--- src/rtl/reset_release_sequencer_pkg.sv ---
// Shared types and width helpers for the reset release sequencer.
// Latency: n/a (declarations only).
// Backpressure: n/a.
package reset_seq_pkg;

  typedef enum logic [1:0] {
    HOLD,
    WAIT_READY,
    DONE,
    ERROR
  } seq_state_t;

  // Width of the reported failing-stage index; also wide enough for the
  // internal stage index at the maximum of 16 stages.
  localparam int ERR_IDX_W = 4;
  localparam int MAX_STAGES = 16;

  // Counter width able to hold the value 'terminal' (never below 1 bit).
  function automatic int cnt_width(input int terminal);
    return (terminal < 1) ? 1 : $clog2(terminal + 1);
  endfunction

  // Widths for the default parameter set.
  localparam int HOLD_CNT_W_DEF = cnt_width(16);
  localparam int TCNT_W_DEF     = cnt_width(255);

endpackage

--- src/rtl/reset_release_sequencer_if.sv ---
// Stage-side reset handshake bundle: per-stage resets out, ready acks back, plus status.
// Latency: n/a (wires only).
// Backpressure: none; stage_ready is a level acknowledge, not a flow-control signal.
//   stage_rst   : sequencer -> stages, active-high reset per stage
//   stage_ready : stages -> sequencer, per-stage ready level
//   seq_done / seq_error / error_stage : sequencer status
interface reset_release_sequencer_if #(
  parameter int NUM_STAGES = 4
);
  import reset_seq_pkg::*;

  logic [NUM_STAGES-1:0] stage_rst;
  logic [NUM_STAGES-1:0] stage_ready;
  logic                  seq_done;
  logic                  seq_error;
  logic [ERR_IDX_W-1:0]  error_stage;

  modport master (
    output stage_rst,
    output seq_done,
    output seq_error,
    output error_stage,
    input  stage_ready
  );

  modport slave (
    input  stage_rst,
    input  seq_done,
    input  seq_error,
    input  error_stage,
    output stage_ready
  );

endinterface

--- src/rtl/reset_release_sequencer_hold_filter.sv ---
// Counts consecutive low cycles of the reset request; flags when HOLD_CYCLES is reached.
// Latency: hold_done is combinational on the cycle whose edge completes the count.
// Backpressure: none; clear restarts the count from zero on the next edge.
//   clock, reset : block clock and synchronous active-high reset
//   clear        : synchronous clear of the low-cycle count
//   count_en     : request sampled low while waiting to release
//   hold_done    : one-cycle pulse, count complete on this edge
module reset_hold_filter
  import reset_seq_pkg::*;
#(
  parameter int HOLD_CYCLES = 16
) (
  input  logic clock,
  input  logic reset,
  input  logic clear,
  input  logic count_en,
  output logic hold_done
);

  localparam int CNT_W = cnt_width(HOLD_CYCLES);
  localparam logic [CNT_W-1:0] TERM = CNT_W'(HOLD_CYCLES - 1);

  logic [CNT_W-1:0] hold_cnt;

  // The edge that sees hold_cnt at TERM with the request still low is the
  // HOLD_CYCLES-th consecutive low sample.
  assign hold_done = count_en && (hold_cnt == TERM);

  always_ff @(posedge clock) begin
    if (reset || clear) begin
      hold_cnt <= '0;
    end else if (count_en && (hold_cnt != TERM)) begin
      hold_cnt <= hold_cnt + CNT_W'(1);
    end
  end

endmodule

--- src/rtl/reset_release_sequencer.sv ---
// Releases downstream stage resets in order, each gated on the previous stage's ready.
// Latency: HOLD_CYCLES edges to release stage 0, then one edge per ready; outputs registered.
// Backpressure: a missing ready stalls the sequence up to TIMEOUT_CYCLES, then ERROR.
//   clock, reset : block clock and synchronous active-high reset
//   rst_req_in   : delayed reset request, 1 holds every stage in reset
//   bus          : stage_rst / stage_ready handshake and seq_done / seq_error / error_stage
module reset_release_sequencer
  import reset_seq_pkg::*;
#(
  parameter int NUM_STAGES     = 4,
  parameter int HOLD_CYCLES    = 16,
  parameter int TIMEOUT_CYCLES = 255
) (
  input  logic                      clock,
  input  logic                      reset,
  input  logic                      rst_req_in,
  reset_release_sequencer_if.master bus
);

  localparam int TCNT_W = cnt_width(TIMEOUT_CYCLES);
  localparam logic [TCNT_W-1:0] TCNT_TERM = TCNT_W'(TIMEOUT_CYCLES - 1);

  seq_state_t            state_q, state_n;
  logic [ERR_IDX_W-1:0]  idx_q, idx_n;
  logic [TCNT_W-1:0]     tcnt_q, tcnt_n;
  logic [NUM_STAGES-1:0] stage_rst_q, stage_rst_n;
  logic                  seq_done_q, seq_done_n;
  logic                  seq_error_q, seq_error_n;
  logic [ERR_IDX_W-1:0]  error_stage_q, error_stage_n;

  logic                  hold_done;
  logic                  rdy_sel;
  logic                  ready_lost;
  logic [ERR_IDX_W-1:0]  lost_idx;

  // The low-cycle count only runs while idle in HOLD; leaving HOLD clears
  // it so a later restart always counts from zero.
  reset_hold_filter #(
    .HOLD_CYCLES (HOLD_CYCLES)
  ) u_hold_filter (
    .clock     (clock),
    .reset     (reset),
    .clear     (rst_req_in || (state_q != HOLD)),
    .count_en  ((state_q == HOLD) && !rst_req_in),
    .hold_done (hold_done)
  );

  always_ff @(posedge clock) begin
    if (reset) begin
      state_q       <= HOLD;
      idx_q         <= '0;
      tcnt_q        <= '0;
      stage_rst_q   <= '1;
      seq_done_q    <= 1'b0;
      seq_error_q   <= 1'b0;
      error_stage_q <= '0;
    end else begin
      state_q       <= state_n;
      idx_q         <= idx_n;
      tcnt_q        <= tcnt_n;
      stage_rst_q   <= stage_rst_n;
      seq_done_q    <= seq_done_n;
      seq_error_q   <= seq_error_n;
      error_stage_q <= error_stage_n;
    end
  end

  always_comb begin
    state_n       = state_q;
    idx_n         = idx_q;
    tcnt_n        = tcnt_q;
    stage_rst_n   = stage_rst_q;
    seq_done_n    = seq_done_q;
    seq_error_n   = seq_error_q;
    error_stage_n = error_stage_q;

    // Ready of the stage currently being waited on; unreleased stages are ignored.
    rdy_sel = 1'b0;
    for (int i = 0; i < NUM_STAGES; i++) begin
      if (i == int'(idx_q)) rdy_sel = bus.stage_ready[i];
    end

    // Lowest stage that has dropped ready; scanning downward lets the lowest win.
    ready_lost = 1'b0;
    lost_idx   = '0;
    for (int i = NUM_STAGES - 1; i >= 0; i--) begin
      if (!bus.stage_ready[i]) begin
        ready_lost = 1'b1;
        lost_idx   = ERR_IDX_W'(i);
      end
    end

    if (rst_req_in) begin
      // A request forces everything back to reset, including out of ERROR.
      state_n       = HOLD;
      idx_n         = '0;
      tcnt_n        = '0;
      stage_rst_n   = '1;
      seq_done_n    = 1'b0;
      seq_error_n   = 1'b0;
      error_stage_n = '0;
    end else begin
      unique case (state_q)
        HOLD: begin
          stage_rst_n = '1;
          if (hold_done) begin
            stage_rst_n[0] = 1'b0;
            idx_n          = '0;
            tcnt_n         = '0;
            state_n        = WAIT_READY;
          end
        end

        WAIT_READY: begin
          // Ready is checked before the timeout so a same-edge ready wins.
          if (rdy_sel) begin
            if (int'(idx_q) == NUM_STAGES - 1) begin
              seq_done_n = 1'b1;
              state_n    = DONE;
            end else begin
              for (int i = 0; i < NUM_STAGES; i++) begin
                if (i == int'(idx_q) + 1) stage_rst_n[i] = 1'b0;
              end
              idx_n  = idx_q + ERR_IDX_W'(1);
              tcnt_n = '0;
            end
          end else if (tcnt_q == TCNT_TERM) begin
            state_n       = ERROR;
            stage_rst_n   = '1;
            seq_error_n   = 1'b1;
            error_stage_n = idx_q;
          end else begin
            tcnt_n = tcnt_q + TCNT_W'(1);
          end
        end

        DONE: begin
          if (ready_lost) begin
            state_n       = ERROR;
            stage_rst_n   = '1;
            seq_done_n    = 1'b0;
            seq_error_n   = 1'b1;
            error_stage_n = lost_idx;
          end
        end

        ERROR: begin
          // Latched until a new reset request arrives.
          stage_rst_n = '1;
          seq_done_n  = 1'b0;
          seq_error_n = 1'b1;
        end

        default: begin
          state_n     = HOLD;
          stage_rst_n = '1;
        end
      endcase
    end
  end

  assign bus.stage_rst   = stage_rst_q;
  assign bus.seq_done    = seq_done_q;
  assign bus.seq_error   = seq_error_q;
  assign bus.error_stage = error_stage_q;

endmodule

--- src/flat_wrapper.sv ---
// flat-port wrapper written by rule: the top's interface ports become plain ports
module reset_release_sequencer_flat import reset_seq_pkg::*;
#(
  parameter int NUM_STAGES     = 4,
  parameter int HOLD_CYCLES    = 16,
  parameter int TIMEOUT_CYCLES = 255
)
  (clock, reset, rst_req_in, bus_stage_rst, bus_seq_done, bus_seq_error, bus_error_stage, bus_stage_ready);
  reset_release_sequencer_if #(.NUM_STAGES(NUM_STAGES)) bus_i ();
  input  logic clock;
  input  logic reset;
  input  logic rst_req_in;
  output wire logic [$bits(bus_i.stage_rst)-1:0] bus_stage_rst;
  output wire logic [$bits(bus_i.seq_done)-1:0] bus_seq_done;
  output wire logic [$bits(bus_i.seq_error)-1:0] bus_seq_error;
  output wire logic [$bits(bus_i.error_stage)-1:0] bus_error_stage;
  input wire logic [$bits(bus_i.stage_ready)-1:0] bus_stage_ready;
  assign bus_stage_rst = bus_i.stage_rst;
  assign bus_seq_done = bus_i.seq_done;
  assign bus_seq_error = bus_i.seq_error;
  assign bus_error_stage = bus_i.error_stage;
  assign bus_i.stage_ready = bus_stage_ready;
  reset_release_sequencer #(.NUM_STAGES(NUM_STAGES), .HOLD_CYCLES(HOLD_CYCLES), .TIMEOUT_CYCLES(TIMEOUT_CYCLES)) u_core (.clock(clock), .reset(reset), .rst_req_in(rst_req_in), .bus(bus_i));
endmodule
--- config.mk ---
export PLATFORM = sky130hd
export DESIGN_NAME = reset_release_sequencer_flat
export DESIGN_NICKNAME = d
export VERILOG_FILES = /design/src/rtl/reset_release_sequencer_pkg.sv /design/src/rtl/reset_release_sequencer_if.sv /design/src/rtl/reset_release_sequencer_hold_filter.sv /design/src/rtl/reset_release_sequencer.sv /design/src/flat_wrapper.sv
export SDC_FILE = /design/constraint.sdc
export NUM_CORES = 1
export LEC_CHECK = 0
export CORE_AREA = 2 2 61 63
export CTS_CLUSTER_DIAMETER = 40
export DETAILED_ROUTE_END_ITERATION = 8
export DIE_AREA = 0 0 63 65
export GPL_TIMING_DRIVEN = 1
export PLACE_DENSITY = 0.74
export SLEW_MARGIN = 20
export SYNTH_ARGS = -nofsm -noshare
export SYNTH_HDL_FRONTEND = slang
export SYNTH_SLANG_ARGS = --single-unit
export TNS_END_PERCENT = 10
--- constraint.sdc ---
create_clock -name clock -period 1.95 [get_ports clock]
set_input_delay 0.39 -clock clock [delete_from_list [all_inputs] [get_ports clock]]
set_output_delay 0.39 -clock clock [all_outputs]
set_load 0.1 [all_outputs]
**After elaboration in Yosys (flattened, before gate mapping)**

Index checks and enable logic that the tools add are counted.

- Register bits after elaboration: 29

- Equal/unequal tests: 28
- Mux-type cells: 49
- $add $sub $neg: 4
- Reductions and logical operators: 25

Operators with widths:

| kind | count |
|---|---|
| == test 3 x 32 -> 1 bit, first input constant | 2 |
| 2-to-1 mux 4 bit | 10 |
| AND reduction 4 bit | 9 |
| == test 2 x 32 -> 1 bit, first input constant | 1 |
| logical NOT 32 bit | 1 |
| 2-to-1 mux 8 bit | 4 |
| 2-to-1 mux 1 bit | 19 |
| 2-to-1 mux 2 bit | 9 |
| != test 3 bit, second input constant | 6 |
| one-hot mux 4 bit (2 select lines) | 2 |
| one-hot mux 4 bit (4 select lines) | 1 |
| one-hot mux 8 bit (2 select lines) | 1 |
| != test 2 x 1 -> 1 bit, second input constant | 5 |
| adder 8 x 1 -> 8 bit, second input constant | 1 |
| == test 3 x 4 -> 1 bit, first input constant | 2 |
| == test 8 bit, second input constant | 1 |
| one-hot mux 1 bit (3 select lines) | 2 |
| one-hot mux 2 bit (3 select lines) | 1 |
| nonzero test 2 bit | 3 |
| nonzero test 3 bit | 2 |
| adder 4 x 1 -> 5 bit, second input constant | 1 |
| adder 5 x 1 -> 5 bit, second input constant | 1 |
| == test 5 x 4 -> 1 bit, second input constant | 1 |
| != test 5 x 4 -> 1 bit, second input constant | 1 |
| 15 further kinds | 20 |

**Longest topological paths before layout**

Gate-level depths: netlist (run 1).

- Word-level depth: 7
- Depth in mapped cells: 9
- Mapped depth without buffers: 8

**Modules after synthesis**

From an unflattened synthesis (run 1), not the netlist that was laid out.

- Cell total of the unflattened synthesis: 208
- Area, all modules: 1730.4 um^2

Modules (own cells, without submodules):

| module | cells each | seq. area each (um^2) | times used | area each (um^2) |
|---|---|---|---|---|
| reset_release_sequencer | 181 | 480.5 | 1 | 1481.4 |
| reset_hold_filter | 27 | 100.1 | 1 | 249.0 |

**Least setup slack after synthesis (run 1)**

OpenSTA, ideal clock, no wires.

- Kind: register to register
- Start: register u_core.u_hold_filter.hold_cnt[0]
- End: register u_core.tcnt_q[7]
- Setup time: 0.115 ns
- Stages on the path, launching flop included: 10
- Data arrival time: 1.999 ns
- Clock period less this slack: 2.113 ns
- Setup slack: -0.163 ns
- Cells stage by stage: dfxtp_1 -> ha_1 -> and3_1 -> ha_1 -> clkbuf_1 -> nand3b_1 -> a22oi_1 -> o21ai_2 -> o31a_1 -> o21a_1

- Longest elaborated chain between the ends: 4

Ends and longest elaborated chain:

| item | line | text |
|---|---|---|
| start, declared | reset_release_sequencer_hold_filter.sv:23 | `logic [CNT_W-1:0] hold_cnt;` |
| start signal, assigned | reset_release_sequencer_hold_filter.sv:33 | `hold_cnt <= hold_cnt + CNT_W'(1);` |
| == test 5 x 4 -> 1 bit | reset_release_sequencer_hold_filter.sv:27 | `assign hold_done = count_en && (hold_cnt == TERM);` |
| logical AND 1 bit | reset_release_sequencer_hold_filter.sv:27 |  |
| != test 2 x 1 -> 1 bit (no line) | - |  |
| AND reduction 4 bit (no line) | - |  |
| end signal, assigned | reset_release_sequencer.sv:60 | `tcnt_q <= tcnt_n;` |
| end, declared | reset_release_sequencer.sv:25 | `logic [TCNT_W-1:0] tcnt_q, tcnt_n;` |

No other way between the ends.
A chain may end at the register's enable or synchronous reset.

**Worst setup path in the final report (run 1)**

- Start: register u_core.idx_q[0]
- End: register u_core.tcnt_q[7]

- Longest elaborated chain between the ends: 7
- Elaborated cells between the ends (all ways): 14
- Classes of those cells: eq/ne: 6; mux: 6; reduce/logical: 2

Ends and longest elaborated chain:

| item | line | text |
|---|---|---|
| start, declared | reset_release_sequencer.sv:24 | `logic [ERR_IDX_W-1:0] idx_q, idx_n;` |
| start signal, assigned | reset_release_sequencer.sv:59 | `idx_q <= idx_n;` |
| logical NOT 4 bit | reset_release_sequencer.sv:80 | `if (i == int'(idx_q)) rdy_sel = bus.stage_ready[i];` |
| 2-to-1 mux 1 bit (4 in a row) | reset_release_sequencer.sv:80 |  |
| != test 3 bit (no line), or another cell as far along | - |  |
| AND reduction 4 bit (no line) or one-hot mux 8 bit (2 select lines) (tied branches) | - |  |

Several ways; a longest one is shown, not always the timed one.

==> impl_metrics.py, run 1 <==
metrics = {
    "place": {
        "portBuffers": 16,
        "place_inst": 290,
        "dp_hpwl_um": 3000,
        "gp_congestion": 0.894,
    },
    "global_routing": {
        "antenna_found_initial": 0,
        "grt_pass1_wl_um": 6730,
        "first_global_vias": 1550,
        "grt_start_max_net_pins": 13,
        "grt_usage_pct": 21.1,
        "grt_overflow_total": 0,
    },
    "timing": {
        "rsz0062_at_grt": "yes",
        "fmax_ghz": 0.499,
        "drv_slew": 0,
        "clock_skew_ns": 0.0111,
        "hold_viol_final": 0,
        "worst_pin_slew_ns": 0.380,
        "min_period_ns": 2.00,
        "setup_viol": 2,
        "final.setup.worst_slack_ns": -0.0527,
        "fin_crit_sh_pct": 103,
        "max-slew-margin-rel_pct": 74.7,
        "setup_tns_ns": -0.0562,
    },
    "yosys": {
        "synth_top_area_cell": "dfxtp_1",
        "synth_nets": 223,
        "ys_seq_area_share_pct": 34.0,
        "synth_edf_count": 0,
        "syn_inst": 201,
        "ys_types": 44,
        "synthTopCellsByCount": "dfxtp_1 (29), nor2_1 (24), nand2_1 (21)",
        "synthTopCellsByArea": "dfxtp_1 (34%), ha_1 (11%), mux2i_1 (5.3%)",
        "yosysWarningCount": 0,
        "synth_area_sq_mm": 0.00171,
        "avgSynthCellArea_sq_um": 8.50,
        "ys.flop_type": "dfxtp_1",
        "async_reset_ff_share_pct": 0,
        "synth.top_cell.area_share_pct": 34.0,
        "synth_most_common_cell": "dfxtp_1",
        "synth_seq_cells": 29,
    },
    "min_path": {
        "hold_path.class": "register to register",
        "whs_path_depth": 2,
        "min_to": "u_core.bus.error_stage[2]$_SDFFE_PP0P_",
        "min_from": "u_core.bus.error_stage[2]$_SDFFE_PP0P_",
    },
    "clock_tree": {
        "htree_levels": 2,
        "cts_made_buffers": 5,
        "clock_sinks": 29,
        "worstSkewPairLatency_ns": 0.33,
        "cts_buffer_depth": 2,
        "clk_pin_slew_ns": 0.09,
        "root_buffer": "clkbuf_4",
        "cts.hold.buffers_added": 0,
        "cts_tree": "built",
    },
    "power": {
        "irDropWorstVdd_mv": 0.319,
        "powerDensity_mw_per_mm2": 443,
        "power_leakage_uw": 0.000932,
    },
    "floorplanning": {
        "core_area_sq_mm": 0.00350,
        "die_x_um": 63,
        "io_pins": 17,
        "row_count": 22,
        "die_area_sq_mm": 0.00410,
        "initial_core_util_pct": 48.9,
        "die_h_um": 65,
    },
    "critical_path": {
        "rr_startpoint": "u_core.idx_q[0]$_SDFFE_PP0P_",
        "r2r_cells": 8,
        "worstSetupPathType": "register to register",
        "worstPathRequired_ns": 2.18,
        "rr_endpoint": "u_core.tcnt_q[7]$_SDFFE_PP0P_",
        "critPathArrivalTime_ns": 2.23,
        "cp_max_fo": 7,
        "r2r_setup_slack_ns": -0.05,
        "end_kind": "register",
        "worst_setup_path_start_kind": "register",
    },
    "routing": {
        "drt-initial-drc-count": 62,
        "vias": 1609,
        "routed_wl_um": 4040,
        "routedWlPerCell_um": 13.3,
        "drtAntennaViolNets": 0,
        "dr.pass1.iters": 5,
        "viasPerCell": 5.31,
        "drc": 0,
    },
    "flow_run": {
        "drv_cap": 0,
    },
    "final_layout": {
        "diodes": 0,
        "area.growth.synth_to_final_pct": 37.0,
        "final_cells": 303,
        "nets": 276,
        "layout-drive-gt1-share_pct": 31.0,
    },
    "status": {
        "outcome": "finished, violations left",
        "violations": "negative setup slack",
    },
}
metrics by stage:
stage,utilization [%],total power (uW),instance area (sq um),hold slack [ns],setup slack (ns)
finish,66.9,1040,2340,0.470,-0.0527
global route,66.9,1090,2340,0.487,-0.111
CTS,64.8,1050,2260,0.479,-0.00664
detailed placement,61.5,669,2150,0.460,-0.303
global placement,61.5,668,2150,0.454,-0.257
floorplan,-,633,1760,0.454,-0.0330
worst max-delay path, cell delays in order, from the launching register on:
cell and delay, ns:
dfxtp_4 0.39, ha_4 0.16, or3_4 0.34, a211oi_4 0.23
buf_6 0.16, o21ai_4 0.06, buf_4 0.14, o31a_1 0.23
o21a_1 0.18
metal layers:
| metal | part of all wire, % | vias to the layer above | GRT usage, % |
|---|---|---|---|
| li1 | - | 823 | - |
| met4 | 2.3 | 0 | 8.61 |
| met3 | 4.8 | 10 | 6.08 |
| met5 | 0 | - | 0 |
| met2 | 48 | 38 | 36.4 |
| met1 | 45 | 738 | 24.4 |
worst max-delay path by stage:
stage	end	slack, ns	from
finish	u_core.tcnt_q[7]$_SDFFE_PP0P_	-0.05	u_core.idx_q[0]$_SDFFE_PP0P_
detailed placement	u_core.tcnt_q[7]$_SDFFE_PP0P_	-0.30	bus_stage_ready[0]
global placement	u_core.bus.error_stage[2]$_SDFFE_PP0P_	-0.26	bus_stage_ready[3]
CTS	u_core.bus.error_stage[3]$_SDFFE_PP0P_	-0.007	u_core.idx_q[0]$_SDFFE_PP0P_
global route	u_core.tcnt_q[7]$_SDFFE_PP0P_	-0.11	u_core.idx_q[1]$_SDFFE_PP0P_
floorplan	u_core.bus.error_stage[1]$_SDFFE_PP0P_	-0.03	u_core.idx_q[1]$_SDFFE_PP0P_
registers in the layout, indices dropped and copies added (netlist names):
name and count:
u_core.tcnt_q 8, u_core.bus.seq_error 1, u_core.bus.error_stage 4, u_core.u_hold_filter.hold_cnt 5, u_core.bus.seq_done 1, u_core.bus.stage_rst 4, u_core.state_q 2, u_core.idx_q 4
final cells by class:
type                            instances  area (sq um)
Clock buffer                            8          58.8
Tap cell                               48          60.1
Fill cell                             297          1160
Multi-Input combinational cell        159          1200
Sequential cell                        29           591
Timing Repair Buffer                   51           399
Inverter                                8          32.5
where the power goes:
part / internal (uW) / switching, uW
clock: 178 / 199
sequential: 591 / 1.10
combinational: 35.3 / 33.1
placed cells by master (no fill, tap or decap), drive strengths merged, types with 3 or more instances in the layout:
cell	netlist	layout
ha	15	15
o211ai	3	3
dfxtp	29	29
or3	6	6
inv	8	8
clkbuf	4	9
xor2	3	3
o21ai	14	14
nand2b	4	4
mux2i	9	9
buf	1	44
and2	5	5
nor2	24	24
nand3	4	4
a31oi	5	5
and3	3	3
nand3b	6	6
clkdlybuf4s50	0	6
nand2	21	21
a21oi	9	9
cell families (layout without fill, tap and decap cells):
logic type / after synthesis / count (layout) / share of synthesized area [%]
AND/OR/NAND/NOR: 85 / 85 / 25.5
buffers and inverters: 13 / 67 / 3.30
multiplexers: 9 / 9 / 5.27
flip-flops: 29 / 29 / 34.0
XOR/XNOR: 5 / 5 / 2.56
adder cells (fa/ha/maj): 15 / 15 / 11.0
AO/OA/AOI/OAI: 45 / 45 / 18.4
repair_timing:
| action | in CTS | in global routing |
|---|---|---|
| buffers inserted | 2 | 3 |
| gates resized for setup | 9 | 14 |
| pin swaps | 4 | 6 |
| endpoints found under the setup margin | 11 | 19 |
(Power assumes the default switching activity.)
==> run 2: changes to the inputs <==
--- a/config.mk
+++ b/config.mk
@@ -10,6 +10,7 @@
 export DETAILED_ROUTE_END_ITERATION = 8
 export DIE_AREA = 0 0 63 65
 export GPL_TIMING_DRIVEN = 1
+export MAX_ROUTING_LAYER = met4
 export PLACE_DENSITY = 0.74
 export SLEW_MARGIN = 20
 export SYNTH_ARGS = -nofsm -noshare
==> run 2 against run 1 <==
The flow still finishes with violations (negative setup slack); cell count is 0.33% lower; global-route usage is 0.54 points higher; clock power hardly changed; count of clock-buffer cells in the layout stayed put.
==> impl_metrics.py, run 2 (synthesized netlist as in run 1, its figures left out) <==
metrics = {
    "status": {
        "outcome": "finished, violations left",
        "violations": "negative setup slack",
    },
    "routing": {
        "viasPerCell": 5.29,
        "routed_wl_um": 3950,
        "routedWlPerCell_um": 13.1,
        "dr.pass1.iters": 4,
        "drt-initial-drc-count": 76,
        "drc": 0,
        "vias": 1598,
        "drtAntennaViolNets": 0,
    },
    "critical_path": {
        "cp_cell_sequence": "inv_2 > ha_2 > nor2b_4 > a211oi_4 > buf_4 > o41ai_4 > and3_4 > mux2i_1",
        "path_delay_family": "simple AND/OR/NAND/NOR gates",
        "cp_num_buf_inv": 2,
        "max_stage_delay_ns": 0.39,
        "worstPathRequired_ns": 2.20,
        "cp_max_fo": 7,
        "end_kind": "register",
        "slowest_stage": "dfxtp_4",
        "worst_setup_path_start_kind": "register",
        "worstSetupPathType": "register to register",
        "critPathArrivalTime_ns": 2.22,
    },
    "place": {
        "portBuffers": 16,
        "dpl_cell_area_sq_mm": 0.00215,
        "place_inst": 290,
        "dp_hpwl_um": 3000,
        "gp_congestion": 0.909,
    },
    "power": {
        "p_seq_share_pct": 57.2,
        "powerDensity_mw_per_mm2": 447,
        "power_frac_comb_pct": 6.6,
        "power_leakage_uw": 0.000929,
        "irDropWorstVdd_mv": 0.328,
        "power_switching_uw": 232,
        "p_sw_share_pct": 22.4,
        "power_uw": 1040,
        "intPower_uw": 804,
        "clkPwrFrac_pct": 36.2,
    },
    "final_layout": {
        "nets": 275,
        "largestRegisters": "u_core.tcnt_q (8), u_core.u_hold_filter.hold_cnt (5)",
        "fillCellCount": 302,
        "mostFrequentLayoutCells": "buf_4 (42), dfxtp_1 (26), nor2_1 (23), nand2_1 (21)",
        "diodes": 0,
        "mostFrequentLayoutCell": "buf_4",
        "final_cells": 302,
        "fin_area_sq_mm": 0.00232,
        "layout-drive-gt1-share_pct": 30.7,
        "area.growth.synth_to_final_pct": 35.8,
        "top_register": "u_core.tcnt_q",
        "largest_reg_flops": 8,
    },
    "clock_tree": {
        "cts_tree": "built",
        "root_buffer": "clkbuf_4",
        "htree_levels": 2,
        "clock_sinks": 29,
        "cts_made_buffers": 5,
        "cts_buffer_depth": 2,
        "clk_pin_slew_ns": 0.09,
        "worstSkewPairLatency_ns": 0.33,
        "cts.hold.buffers_added": 0,
    },
    "floorplanning": {
        "die_h_um": 65,
        "core_area_sq_mm": 0.00350,
        "die_area_sq_mm": 0.00410,
        "io_pins": 17,
        "initial_core_util_pct": 48.9,
        "row_count": 22,
        "die_x_um": 63,
    },
    "timing": {
        "setup_viol": 4,
        "rsz0062_at_grt": "yes",
        "worst_pin_slew_ns": 0.341,
        "clock_skew_ns": 0.00988,
        "hold_viol_final": 0,
        "fin_crit_sh_pct": 101,
        "timing.hold.ws_ns": 0.470,
        "final.setup.worst_slack_ns": -0.0153,
        "max-slew-margin-rel_pct": 77.2,
        "min_period_ns": 1.97,
        "drv_slew": 0,
        "fmax_ghz": 0.509,
    },
    "global_routing": {
        "grt_overflow_total": 0,
        "antenna_found_initial": 0,
        "grt_start_max_net_pins": 13,
        "grt_pass1_wl_um": 6710,
        "first_global_vias": 1553,
        "grt_usage_pct": 21.6,
    },
    "flow_run": {
        "drv_cap": 0,
    },
    "min_path": {
        "hold_path.class": "register to register",
    },
}
-- run 2: final timing paths --
check / slack (ns) / from / to / depth (start not counted)
min reg2reg: 0.47 / u_core.bus.error_stage[2]$_SDFFE_PP0P_ / u_core.bus.error_stage[2]$_SDFFE_PP0P_ / 2
max reg2reg: -0.02 / u_core.idx_q[0]$_SDFFE_PP0P_ / u_core.bus.error_stage[3]$_SDFFE_PP0P_ / 8
min: 0.47 / u_core.bus.error_stage[2]$_SDFFE_PP0P_ / u_core.bus.error_stage[2]$_SDFFE_PP0P_ / 2
max: -0.02 / u_core.idx_q[0]$_SDFFE_PP0P_ / u_core.bus.error_stage[3]$_SDFFE_PP0P_ / 8
-- run 2: worst reg2reg max path, stage by stage (launching register included) --
cell and delay [ns]:
dfxtp_4 0.39, inv_2 0.09, ha_2 0.22, nor2b_4 0.20, a211oi_4 0.07, buf_4 0.15
o41ai_4 0.28, and3_4 0.29, mux2i_1 0.19
-- run 2: metal layers --
metal / global-route usage (%) / vias up / wire length [um] / part of all wire [%]
met4: 8.61 / 0 / 103 / 2.6
met1: 24.3 / 737 / 1800 / 45
met5: - / - / 0 / 0
li1: - / 824 / - / -
met2: 36.4 / 27 / 1900 / 48
met3: 6.08 / 10 / 157 / 4.0
-- run 2: power groups by stage --
stage          sequential [uW]  combinational, uW  clock, uW
2_1_floorplan              606               26.5          0
3_3_place_gp               606               62.3          0
3_5_place_dp               606               63.1          0
4_1_cts                    592               67.2        388
5_1_grt                    592               74.4        419
6_report                   592               68.3        375
-- run 2: final cells by class --
type | count | area [sq um] | share of cell area, %
timing repair buffer | 50 | 392 | 16.9
tap | 48 | 60.1 | 2.59
clock buffer | 8 | 58.8 | 2.54
inverter | 8 | 32.5 | 1.40
sequential | 29 | 589 | 25.4
multi-input combinational | 159 | 1190 | 51.2
-- run 2: timing repair --
| item | CTS | global route |
|---|---|---|
| endpoints found under the setup margin | 11 | 19 |
| gates resized for setup | 9 | 13 |
| setup buffers | 2 | 2 |
| pin swaps | 4 | 2 |
-- run 2: per-stage QoR --
step | utilization (%) | TNS [ns] | worst slack (ns)
6_report | 66.3 | -0.0414 | -0.0153
5_1_grt | 66.3 | -0.925 | -0.102
4_1_cts | 64.8 | -0.00664 | -0.00664
3_5_place_dp | 61.5 | -4.43 | -0.303
3_3_place_gp | 61.5 | -3.31 | -0.257
2_1_floorplan | - | -0.0953 | -0.0330
==> run 3: changes to the inputs <==
--- a/config.mk
+++ b/config.mk
@@ -5,13 +5,14 @@
 export SDC_FILE = /design/constraint.sdc
 export NUM_CORES = 1
 export LEC_CHECK = 0
-export CORE_AREA = 2 2 61 63
+export CORE_AREA = 2 2 59 61
 export CTS_CLUSTER_DIAMETER = 40
 export DETAILED_ROUTE_END_ITERATION = 8
-export DIE_AREA = 0 0 63 65
+export DIE_AREA = 0 0 61 63
+export DONT_BUFFER_PORTS = 1
 export GPL_TIMING_DRIVEN = 1
 export MAX_ROUTING_LAYER = met4
-export PLACE_DENSITY = 0.74
+export PLACE_DENSITY = 0.71
 export SLEW_MARGIN = 20
 export SYNTH_ARGS = -nofsm -noshare
 export SYNTH_HDL_FRONTEND = slang
==> run 3 against run 2 <==
The flow still finishes with violations (negative setup slack); worst hold slack got worse by 0.092 ns; clock skew decreased by 0.0065 ns; non-clock buffer count decreased by 12; die area decreased by 6.2%.
==> impl_metrics.py, run 3 (synthesized netlist as in run 1, its figures left out) <==
metrics = {
    "critical_path": {
        "cp_max_fo": 5,
        "worstPathRequired_ns": 2.22,
        "worst_setup_path_start_kind": "register",
        "cp_num_buf_inv": 2,
        "worstSetupPathType": "register to register",
        "path_delay_family": "simple AND/OR/NAND/NOR gates",
        "critPathArrivalTime_ns": 2.22,
        "slowest_stage": "dfxtp_4",
        "cp_cell_sequence": "inv_2 > ha_1 > nor2b_2 > a211oi_4 > buf_6 > o211ai_1 > or3_1 > a21oi_1",
        "end_kind": "register",
        "max_stage_delay_ns": 0.40,
    },
    "routing": {
        "drtAntennaViolNets": 0,
        "routed_wl_um": 4300,
        "drc": 0,
        "vias": 1610,
        "dr.pass1.iters": 4,
        "viasPerCell": 5.59,
        "routedWlPerCell_um": 14.9,
        "drt-initial-drc-count": 103,
    },
    "timing": {
        "fin_crit_sh_pct": 100,
        "min_period_ns": 1.95,
        "rsz0062_at_grt": "yes",
        "clock_skew_ns": 0.00338,
        "final.setup.worst_slack_ns": -0.00105,
        "max-slew-margin-rel_pct": 71.6,
        "fmax_ghz": 0.513,
        "drv_slew": 0,
        "setup_viol": 1,
        "hold_viol_final": 0,
        "worst_pin_slew_ns": 0.421,
    },
    "clock_tree": {
        "cts_tree": "built",
        "clk_pin_slew_ns": 0.10,
        "cts.hold.buffers_added": 0,
        "cts_made_buffers": 5,
        "root_buffer": "clkbuf_4",
        "cts_buffer_depth": 2,
        "clock_sinks": 29,
        "htree_levels": 2,
        "worstSkewPairLatency_ns": 0.33,
    },
    "place": {
        "gp_congestion": 0.889,
        "dp_hpwl_um": 3170,
        "place_inst": 273,
        "portBuffers": 0,
    },
    "floorplanning": {
        "die_x_um": 61,
        "row_count": 21,
        "initial_core_util_pct": 52.8,
        "core_area_sq_mm": 0.00323,
        "die_h_um": 63,
        "io_pins": 17,
        "die_area_sq_mm": 0.00384,
    },
    "final_layout": {
        "mostFrequentLayoutCells": "buf_4 (36), dfxtp_1 (25), nor2_1 (24), nand2_1 (21), o21ai_0 (12)",
        "final_cells": 288,
        "fillCellCount": 273,
        "diodes": 0,
        "top_register": "u_core.tcnt_q",
        "nets": 263,
        "layout-drive-gt1-share_pct": 30.2,
        "mostFrequentLayoutCell": "buf_4",
        "area.growth.synth_to_final_pct": 29.2,
        "largest_reg_flops": 8,
        "finish.utilization_pct": 68.3,
        "largestRegisters": "u_core.tcnt_q (8), u_core.u_hold_filter.hold_cnt (5)",
    },
    "power": {
        "p_seq_share_pct": 55.4,
        "irDropWorstVdd_mv": 0.363,
        "clkPwrFrac_pct": 39.8,
        "powerDensity_mw_per_mm2": 485,
        "intPower_uw": 824,
        "power_frac_comb_pct": 4.8,
        "power_leakage_uw": 0.000888,
        "power_switching_uw": 247,
        "p_sw_share_pct": 23.1,
    },
    "global_routing": {
        "grt_overflow_total": 0,
        "grt_pass1_wl_um": 7330,
        "grt_start_max_net_pins": 13,
        "grt_usage_pct": 25.7,
        "first_global_vias": 1691,
        "antenna_found_initial": 0,
    },
    "min_path": {
        "hold_path.class": "input port to register",
    },
    "flow_run": {
        "drv_cap": 0,
    },
    "status": {
        "outcome": "finished, violations left",
        "violations": "negative setup slack",
    },
}
## run 3: layer usage
layer / track usage, % / routed length [um]
met1: 29.3 / 1750
met4: 10.6 / 131
met2: 39.5 / 2160
met3: 10.1 / 262
met5: - / 0
## run 3: area by class of cell
cell class / instances / area (sq um) / area share [%]
Tap cell: 46 / 57.6 / 2.61
Clock buffer: 7 / 65.1 / 2.95
Sequential cell: 29 / 591 / 26.8
Timing Repair Buffer: 38 / 293 / 13.3
Multi-Input combinational cell: 159 / 1160 / 52.7
Inverter: 8 / 32.5 / 1.47
Clock inverter: 1 / 5.00 / 0.227
## run 3: power groups by stage
stage                     Sequential [uW]  Combinational [uW]  Clock (uW)
after detailed placement              606                43.2           0
after global placement                606                41.4           0
after CTS                             592                45.4         431
after floorplan                       606                26.5           0
after global routing                  594                55.4         474
final                                 593                51.8         426
## run 3: repair_timing
item | CTS | global route
endpoints found under the setup margin | 16 | 18
pin swaps | 5 | 10
resized for setup | 6 | 12
setup buffers | 3 | 4
## run 3: path summary, 6_finish.rpt
kind / slack, ns / to / cells after the start / startpoint
max: -0.001 / u_core.tcnt_q[6]$_SDFFE_PP0P_ / 8 / u_core.idx_q[0]$_SDFFE_PP0P_
max reg2reg: -0.001 / u_core.tcnt_q[6]$_SDFFE_PP0P_ / 8 / u_core.idx_q[0]$_SDFFE_PP0P_
min reg2reg: 0.51 / u_core.tcnt_q[3]$_SDFFE_PP0P_ / 2 / u_core.tcnt_q[3]$_SDFFE_PP0P_
min: 0.38 / u_core.bus.seq_error$_SDFFE_PP0P_ / 2 / reset
## run 3: metrics by stage
step | TNS, ns | worst slack (ns) | hold WS, ns | total power (uW) | cell area [sq um]
2_1_floorplan | -0.0953 | -0.0330 | 0.454 | 633 | 1760
3_3_place_gp | 0 | 0.0264 | 0.470 | 647 | 2020
3_5_place_dp | -0.398 | -0.0623 | 0.497 | 649 | 2020
4_1_cts | -0.0472 | -0.0170 | 0.365 | 1070 | 2130
5_1_grt | -0.794 | -0.102 | 0.365 | 1120 | 2210
6_report | -0.00105 | -0.00105 | 0.378 | 1070 | 2210
